==> src/rtl/pipeline_hazard_ctrl_if.sv <==
`default_nettype none
// ============================================================================
// pipeline_hazard_ctrl_if : hazard-detect inputs and stall/flush controls
// Rev 1.0
// ============================================================================
interface pipeline_hazard_ctrl_if #(
    parameter int PERF_W = 32
);
    logic [4:0]        id_rs;
    logic [4:0]        id_rt;
    logic              id_uses_rs;
    logic              id_uses_rt;
    logic              id_reads_hilo;
    logic              id_mdu_start;
    logic              id_mdu_div;
    logic              ex_mem_read;
    logic [4:0]        ex_rt;
    logic              ex_branch_taken;
    logic              mem_ready;

    logic              pc_stall;
    logic              id_stall;
    logic              id_flush;
    logic              ex_stall;
    logic              ex_flush;
    logic              mem_stall;
    logic              mdu_busy;
    logic              mdu_done;
    logic [PERF_W-1:0] stall_cycles;

    modport master (
        output id_rs, id_rt, id_uses_rs, id_uses_rt, id_reads_hilo,
               id_mdu_start, id_mdu_div, ex_mem_read, ex_rt,
               ex_branch_taken, mem_ready,
        input  pc_stall, id_stall, id_flush, ex_stall, ex_flush, mem_stall,
               mdu_busy, mdu_done, stall_cycles
    );

    modport slave (
        input  id_rs, id_rt, id_uses_rs, id_uses_rt, id_reads_hilo,
               id_mdu_start, id_mdu_div, ex_mem_read, ex_rt,
               ex_branch_taken, mem_ready,
        output pc_stall, id_stall, id_flush, ex_stall, ex_flush, mem_stall,
               mdu_busy, mdu_done, stall_cycles
    );
endinterface
`default_nettype wire

==> src/rtl/pipeline_hazard_ctrl.sv <==
`default_nettype none
// ============================================================================
// pipeline_hazard_ctrl : stall/flush controller with MDU occupancy tracking
// Rev 1.0
// ============================================================================
module pipeline_hazard_ctrl #(
    parameter int MUL_CYCLES = 4,
    parameter int DIV_CYCLES = 32,
    parameter int CNT_W      = 6,
    parameter int PERF_W     = 32
) (
    input  wire logic             clk,
    input  wire logic             rst_n,
    pipeline_hazard_ctrl_if.slave hz
);

    typedef enum logic [0:0] {
        ST_IDLE = 1'b0,
        ST_BUSY = 1'b1
    } state_t;

    localparam logic [CNT_W-1:0] c_mul_load = CNT_W'(MUL_CYCLES - 1);
    localparam logic [CNT_W-1:0] c_div_load = CNT_W'(DIV_CYCLES - 1);

    state_t             r_state;
    logic [CNT_W-1:0]   r_count;
    logic [PERF_W-1:0]  r_stall_cycles;

    logic w_busy;
    logic w_done;
    logic w_lu;
    logic w_mh;
    logic w_br;
    logic w_mw;
    logic w_accept;
    logic w_pc_stall;
    logic w_id_stall;
    logic w_id_flush;
    logic w_ex_stall;
    logic w_ex_flush;
    logic w_mem_stall;

    assign w_busy = (r_state == ST_BUSY);
    assign w_done = w_busy && (r_count == '0);

    assign w_lu = hz.ex_mem_read && (hz.ex_rt != 5'd0) &&
                  ((hz.id_uses_rs && (hz.id_rs == hz.ex_rt)) ||
                   (hz.id_uses_rt && (hz.id_rt == hz.ex_rt)));
    assign w_mh = w_busy && (hz.id_reads_hilo || hz.id_mdu_start);
    assign w_br = hz.ex_branch_taken;
    assign w_mw = !hz.mem_ready;

    // Only an MDU op that actually leaves ID may start the countdown.
    assign w_accept = hz.id_mdu_start && !w_mw && !w_br && !w_lu && !w_mh;

    always_comb begin
        w_pc_stall  = 1'b0;
        w_id_stall  = 1'b0;
        w_id_flush  = 1'b0;
        w_ex_stall  = 1'b0;
        w_ex_flush  = 1'b0;
        w_mem_stall = 1'b0;
        if (!rst_n) begin
            w_pc_stall = 1'b0;
        end else if (w_mw) begin
            // Whole pipe freezes; a taken branch stays in EX and flushes later.
            w_pc_stall  = 1'b1;
            w_id_stall  = 1'b1;
            w_ex_stall  = 1'b1;
            w_mem_stall = 1'b1;
        end else if (w_br) begin
            w_id_flush = 1'b1;
            w_ex_flush = 1'b1;
        end else if (w_mh || w_lu) begin
            w_pc_stall = 1'b1;
            w_id_stall = 1'b1;
            w_ex_flush = 1'b1;
        end
    end

    always_ff @(negedge clk or negedge rst_n) begin
        if (!rst_n) begin
            r_state <= ST_IDLE;
            r_count <= '0;
        end else begin
            case (r_state)
                ST_IDLE: begin
                    if (w_accept) begin
                        r_state <= ST_BUSY;
                        r_count <= hz.id_mdu_div ? c_div_load : c_mul_load;
                    end
                end
                ST_BUSY: begin
                    if (r_count == '0) begin
                        r_state <= ST_IDLE;
                    end else begin
                        r_count <= r_count - 1'b1;
                    end
                end
                default: begin
                    r_state <= ST_IDLE;
                    r_count <= '0;
                end
            endcase
        end
    end

    always_ff @(negedge clk or negedge rst_n) begin
        if (!rst_n) begin
            r_stall_cycles <= '0;
        end else if (w_pc_stall && (r_stall_cycles != {PERF_W{1'b1}})) begin
            r_stall_cycles <= r_stall_cycles + 1'b1;
        end
    end

    assign hz.pc_stall     = w_pc_stall;
    assign hz.id_stall     = w_id_stall;
    assign hz.id_flush     = w_id_flush;
    assign hz.ex_stall     = w_ex_stall;
    assign hz.ex_flush     = w_ex_flush;
    assign hz.mem_stall    = w_mem_stall;
    assign hz.mdu_busy     = w_busy;
    assign hz.mdu_done     = w_done;
    assign hz.stall_cycles = r_stall_cycles;

endmodule
`default_nettype wire
==> src/flat_wrapper.sv <==
// flat-port wrapper written by rule: the top's interface ports become plain ports
module pipeline_hazard_ctrl_flat 
#(
    parameter int MUL_CYCLES = 4,
    parameter int DIV_CYCLES = 32,
    parameter int CNT_W      = 6,
    parameter int PERF_W     = 32
)
  (clk, rst_n, hz_id_rs, hz_id_rt, hz_id_uses_rs, hz_id_uses_rt, hz_id_reads_hilo, hz_id_mdu_start, hz_id_mdu_div, hz_ex_mem_read, hz_ex_rt, hz_ex_branch_taken, hz_mem_ready, hz_pc_stall, hz_id_stall, hz_id_flush, hz_ex_stall, hz_ex_flush, hz_mem_stall, hz_mdu_busy, hz_mdu_done, hz_stall_cycles);
  pipeline_hazard_ctrl_if #(.PERF_W(PERF_W)) hz_i ();
  input  wire logic clk;
  input  wire logic rst_n;
  input wire logic [$bits(hz_i.id_rs)-1:0] hz_id_rs;
  input wire logic [$bits(hz_i.id_rt)-1:0] hz_id_rt;
  input wire logic [$bits(hz_i.id_uses_rs)-1:0] hz_id_uses_rs;
  input wire logic [$bits(hz_i.id_uses_rt)-1:0] hz_id_uses_rt;
  input wire logic [$bits(hz_i.id_reads_hilo)-1:0] hz_id_reads_hilo;
  input wire logic [$bits(hz_i.id_mdu_start)-1:0] hz_id_mdu_start;
  input wire logic [$bits(hz_i.id_mdu_div)-1:0] hz_id_mdu_div;
  input wire logic [$bits(hz_i.ex_mem_read)-1:0] hz_ex_mem_read;
  input wire logic [$bits(hz_i.ex_rt)-1:0] hz_ex_rt;
  input wire logic [$bits(hz_i.ex_branch_taken)-1:0] hz_ex_branch_taken;
  input wire logic [$bits(hz_i.mem_ready)-1:0] hz_mem_ready;
  output wire logic [$bits(hz_i.pc_stall)-1:0] hz_pc_stall;
  output wire logic [$bits(hz_i.id_stall)-1:0] hz_id_stall;
  output wire logic [$bits(hz_i.id_flush)-1:0] hz_id_flush;
  output wire logic [$bits(hz_i.ex_stall)-1:0] hz_ex_stall;
  output wire logic [$bits(hz_i.ex_flush)-1:0] hz_ex_flush;
  output wire logic [$bits(hz_i.mem_stall)-1:0] hz_mem_stall;
  output wire logic [$bits(hz_i.mdu_busy)-1:0] hz_mdu_busy;
  output wire logic [$bits(hz_i.mdu_done)-1:0] hz_mdu_done;
  output wire logic [$bits(hz_i.stall_cycles)-1:0] hz_stall_cycles;
  assign hz_i.id_rs = hz_id_rs;
  assign hz_i.id_rt = hz_id_rt;
  assign hz_i.id_uses_rs = hz_id_uses_rs;
  assign hz_i.id_uses_rt = hz_id_uses_rt;
  assign hz_i.id_reads_hilo = hz_id_reads_hilo;
  assign hz_i.id_mdu_start = hz_id_mdu_start;
  assign hz_i.id_mdu_div = hz_id_mdu_div;
  assign hz_i.ex_mem_read = hz_ex_mem_read;
  assign hz_i.ex_rt = hz_ex_rt;
  assign hz_i.ex_branch_taken = hz_ex_branch_taken;
  assign hz_i.mem_ready = hz_mem_ready;
  assign hz_pc_stall = hz_i.pc_stall;
  assign hz_id_stall = hz_i.id_stall;
  assign hz_id_flush = hz_i.id_flush;
  assign hz_ex_stall = hz_i.ex_stall;
  assign hz_ex_flush = hz_i.ex_flush;
  assign hz_mem_stall = hz_i.mem_stall;
  assign hz_mdu_busy = hz_i.mdu_busy;
  assign hz_mdu_done = hz_i.mdu_done;
  assign hz_stall_cycles = hz_i.stall_cycles;
  pipeline_hazard_ctrl #(.MUL_CYCLES(MUL_CYCLES), .DIV_CYCLES(DIV_CYCLES), .CNT_W(CNT_W), .PERF_W(PERF_W)) u_core (.clk(clk), .rst_n(rst_n), .hz(hz_i));
endmodule
==> config.mk <==
export PLATFORM = sky130hd
export DESIGN_NAME = pipeline_hazard_ctrl_flat
export DESIGN_NICKNAME = d
export VERILOG_FILES = /design/src/rtl/pipeline_hazard_ctrl_if.sv /design/src/rtl/pipeline_hazard_ctrl.sv /design/src/flat_wrapper.sv
export SDC_FILE = /design/constraint.sdc
export NUM_CORES = 1
export LEC_CHECK = 0
export ABC_AREA = 0
export CORE_ASPECT_RATIO = 1.25
export CORE_UTILIZATION = 45
export CTS_CLUSTER_DIAMETER = 100
export DETAILED_ROUTE_END_ITERATION = 10
export PLACE_DENSITY = 0.82
export SLEW_MARGIN = 40
export SYNTH_ARGS = -nofsm -noshare
export SYNTH_HDL_FRONTEND = slang
export SYNTH_SLANG_ARGS = --single-unit
==> constraint.sdc <==
create_clock -name clk -period 4.15 [get_ports clk]
set_input_delay 0.83 -clock clk [delete_from_list [all_inputs] [get_ports clk]]
set_output_delay 0.83 -clock clk [all_outputs]
set_load 0.005 [all_outputs]
==> results of run 1 <==
registers in the layout, summed over array words and instances, names as in the netlist:
name,flops
u_core.hz.mdu_busy,1
u_core.hz.stall_cycles,32
u_core.r_count,6
timing repair:
| item | in CTS | in global routing |
|---|---|---|
| gates cloned | 2 | 0 |
| resized for setup | 120 | 49 |
| buffers inserted | 61 | 18 |
| setup endpoints to repair | 74 | 57 |
| pin swaps | 29 | 22 |
where the power goes:
group	total [W]	internal (W)	switching (W)
clock network	0.000328	0.000179	0.000149
logic	0.000857	0.000471	0.000387
registers	0.000543	0.000472	0.0000712
cells by family (layout without fill, tap and decap cells):
kind of cell | count (synthesis) | after routing | share of synthesized area [%]
AND/OR/NAND/NOR | 105 | 105 | 26.9
XOR/XNOR | 44 | 44 | 17.4
flip-flops | 39 | 39 | 43.9
buffers and inverters | 20 | 185 | 4.56
AO/OA/AOI/OAI | 16 | 16 | 5.07
adder cells (fa/ha/maj) | 2 | 2 | 1.13
multiplexers | 2 | 2 | 1.01
cells in the final DEF, fill, tap and decap left out, types with 4 or more instances in the layout:
| master | netlist | routed |
|---|---|---|
| buf_4 | 7 | 93 |
| dfrtn_1 | 39 | 39 |
| xor2_1 | 31 | 31 |
| clkdlybuf4s50_1 | 0 | 23 |
| nand2_1 | 20 | 20 |
| nor3_2 | 0 | 20 |
| nand4_1 | 18 | 18 |
| buf_6 | 0 | 16 |
| dlygate4sd2_1 | 0 | 15 |
| and3_1 | 12 | 12 |
| dlymetal6s2s_1 | 0 | 12 |
| xnor2_1 | 13 | 9 |
| nor4_4 | 1 | 7 |
| clkbuf_8 | 0 | 5 |
| clkbuf_2 | 0 | 5 |
| nand3_1 | 5 | 4 |
per-stage QoR:
step	instance area, um^2	instances	hold WS [ns]	utilization [%]	setup TNS, ns
4_1_cts	3990	441	0.451	84.4	-9.85
2_1_floorplan	2220	228	0.433	-	-12.85
3_5_place_dp	3120	373	0.439	66.1	-36.83
6_report	4200	453	0.465	88.9	-14.72
5_1_grt	4200	453	0.498	88.9	-16.03
3_3_place_gp	3120	373	0.430	66.1	-35.32
metal layers:
layer / part of all wire (%) / vias up
met1: 36 / 1313
met4: 5.6 / 0
met3: 7.2 / 59
met5: 0 / -
met2: 51 / 216
li1: - / 1138
final cells by class:
type	instances	share of cell area, %
multi-input combinational	169	36.1
clock inverter	3	1.04
sequential	39	23.2
tap	60	1.79
clock buffer	5	1.64
inverter	6	0.655
timing repair buffer	171	35.6
final timing paths:
kind                                                  from                          to  slack [ns]
worst max-delay path                           hz_ex_rt[2]  u_core.hz.stall_cycles[29]       -0.44
worst min-delay path            u_core.hz.stall_cycles[21]  u_core.hz.stall_cycles[21]        0.47
worst max register to register           u_core.r_count[1]           u_core.r_count[1]        0.02
worst min register to register  u_core.hz.stall_cycles[21]  u_core.hz.stall_cycles[21]        0.47
max in group asynchronous                            rst_n   u_core.hz.stall_cycles[1]        1.07
min in group asynchronous                            rst_n  u_core.hz.stall_cycles[24]        2.66
worst reg2reg max path: cells and delay by family, from the launching register on:
kind	cells	cell delay (ns)
adder cells (fa/ha/maj)	1	0.15
AO/OA/AOI/OAI	2	0.15
buffers and inverters	24	2.95
flip-flops	1	0.37
AND/OR/NAND/NOR	2	0.33
==> reports/metrics.cfg, run 1 <==
[status]
status=complete, but fails checks
violations=negative setup slack

[logic_synthesis]
synth_edf_count=0
ys_warn_count=0
synthDistinctLibCells=37
synth-seq-cells=39
synthTopCellsByCount=39 x dfrtn_1, 31 x xor2_1, 25 x nor3_1, 20 x nand2_1, 18 x nand4_1
seq_area_frac_synth_pct=43.9
synth_area_leader_cell=dfrtn_1
async_reset_ff_share_pct=100
synth_ff_type=dfrtn_1
synth_top_area_share_pct=43.9
syn_inst=228
avgSynthCellArea_um2=9.74
syn_area_um2=2220
syn-num-nets=255
synth_most_common_cell=dfrtn_1
yosys-top-cells-area=dfrtn_1 44%, xor2_1 12%, nor3_1 5.6%

[global_route]
top_usage_layer=met2
grt_pass1_wl_um=13800
grt_use_met3_pct=6.25
grt_max_degree=43
met2_usage_pct=61.8
grt_use_met1_pct=40.8
antenna_found_initial=0
grt_pass1_vias=2661
grt_overflow=0
track_usage_pct=36.0

[placed_design]
place_hpwl_um=4120
place.gp.congestion=0.808
pre_cts_ws_ns=-0.996
io_buffers=64

[route]
wire_per_inst_um=22.8
first_pass_iters=5
drtAntennaViolNets=0
wirelength_um=10300
drt_iter0_markers=199
routed_via_density=6.02
drcViolationCount=0
vias=2726

[worst_setup_path]
cp_num_buf_inv=3
cp.required_ns=2.21
end_kind=register
path_class=in -> reg
crit_path_max_fanout=7
slowest_stage=or4_4
path_cells=buf_2, or4_4, o21a_1, and3b_1, a22oi_2, buf_6, buf_4, nor3_2, xor2_1
crit_arrival_ns=2.65
critical_path.max_stage_delay_ns=0.47
reg2reg_depth=29
cpLargestDelayFamily=simple AND/OR/NAND/NOR gates
cp-start-kind=primary input
cp_num_cells=9

[job]
drv_cap=0

[sta]
tightest_slew_ns=0.793
layout_setup_ws_ns=-0.440
hold_viol_final=0
report.final.slew_viol_count=0
slew_headroom_pct=46.7
setup-violations-final=44
finalClockSkew_ns=0.0121
rsz0062_at_grt=yes

[worst_hold_path]
min_path_type=reg -> reg
holdPathStages=1

[power_and_ir_drop]
power_w=0.00173
ir_drop_uv=474
p_leak_nw=2.12
power_density_nw_per_um2=411

[cells_and_area]
drive_gt1_share_pct=47.1
seqCellArea_um2=976
multiInputGateArea_um2=1520
fin_nets=419
area_delta_synth_final_pct=89.2
diodes=0
fill_cells=198

[clocking]
path_clk_slew_ns=0.05
numCtsBuffers=5
cts.sinks=39
cts_hold_buffers=0
clk_latency_ns=0.31
cts_root_buffer=clkbuf_8
ctsLongestPathBuffers=2
cts_tree=yes
cts_max_level=2

[floorplanning]
start_util_pct=47.0
core_um2=4730
fp.dieW_um=64.8
core.rowCount=28
dieHeight_um=80.5
ios=65
dieArea_um2=5220

Power figures use the tool's default switching activity.
==> inputs of run 2 (changes only) <==
--- a/config.mk
+++ b/config.mk
@@ -11,7 +11,7 @@
 export CTS_CLUSTER_DIAMETER = 100
 export DETAILED_ROUTE_END_ITERATION = 10
 export PLACE_DENSITY = 0.82
-export SLEW_MARGIN = 40
+export SLEW_MARGIN = 15
 export SYNTH_ARGS = -nofsm -noshare
 export SYNTH_HDL_FRONTEND = slang
 export SYNTH_SLANG_ARGS = --single-unit
==> results of run 2 <==
The final DEF is identical to that of run 1; final timing and power are the same.
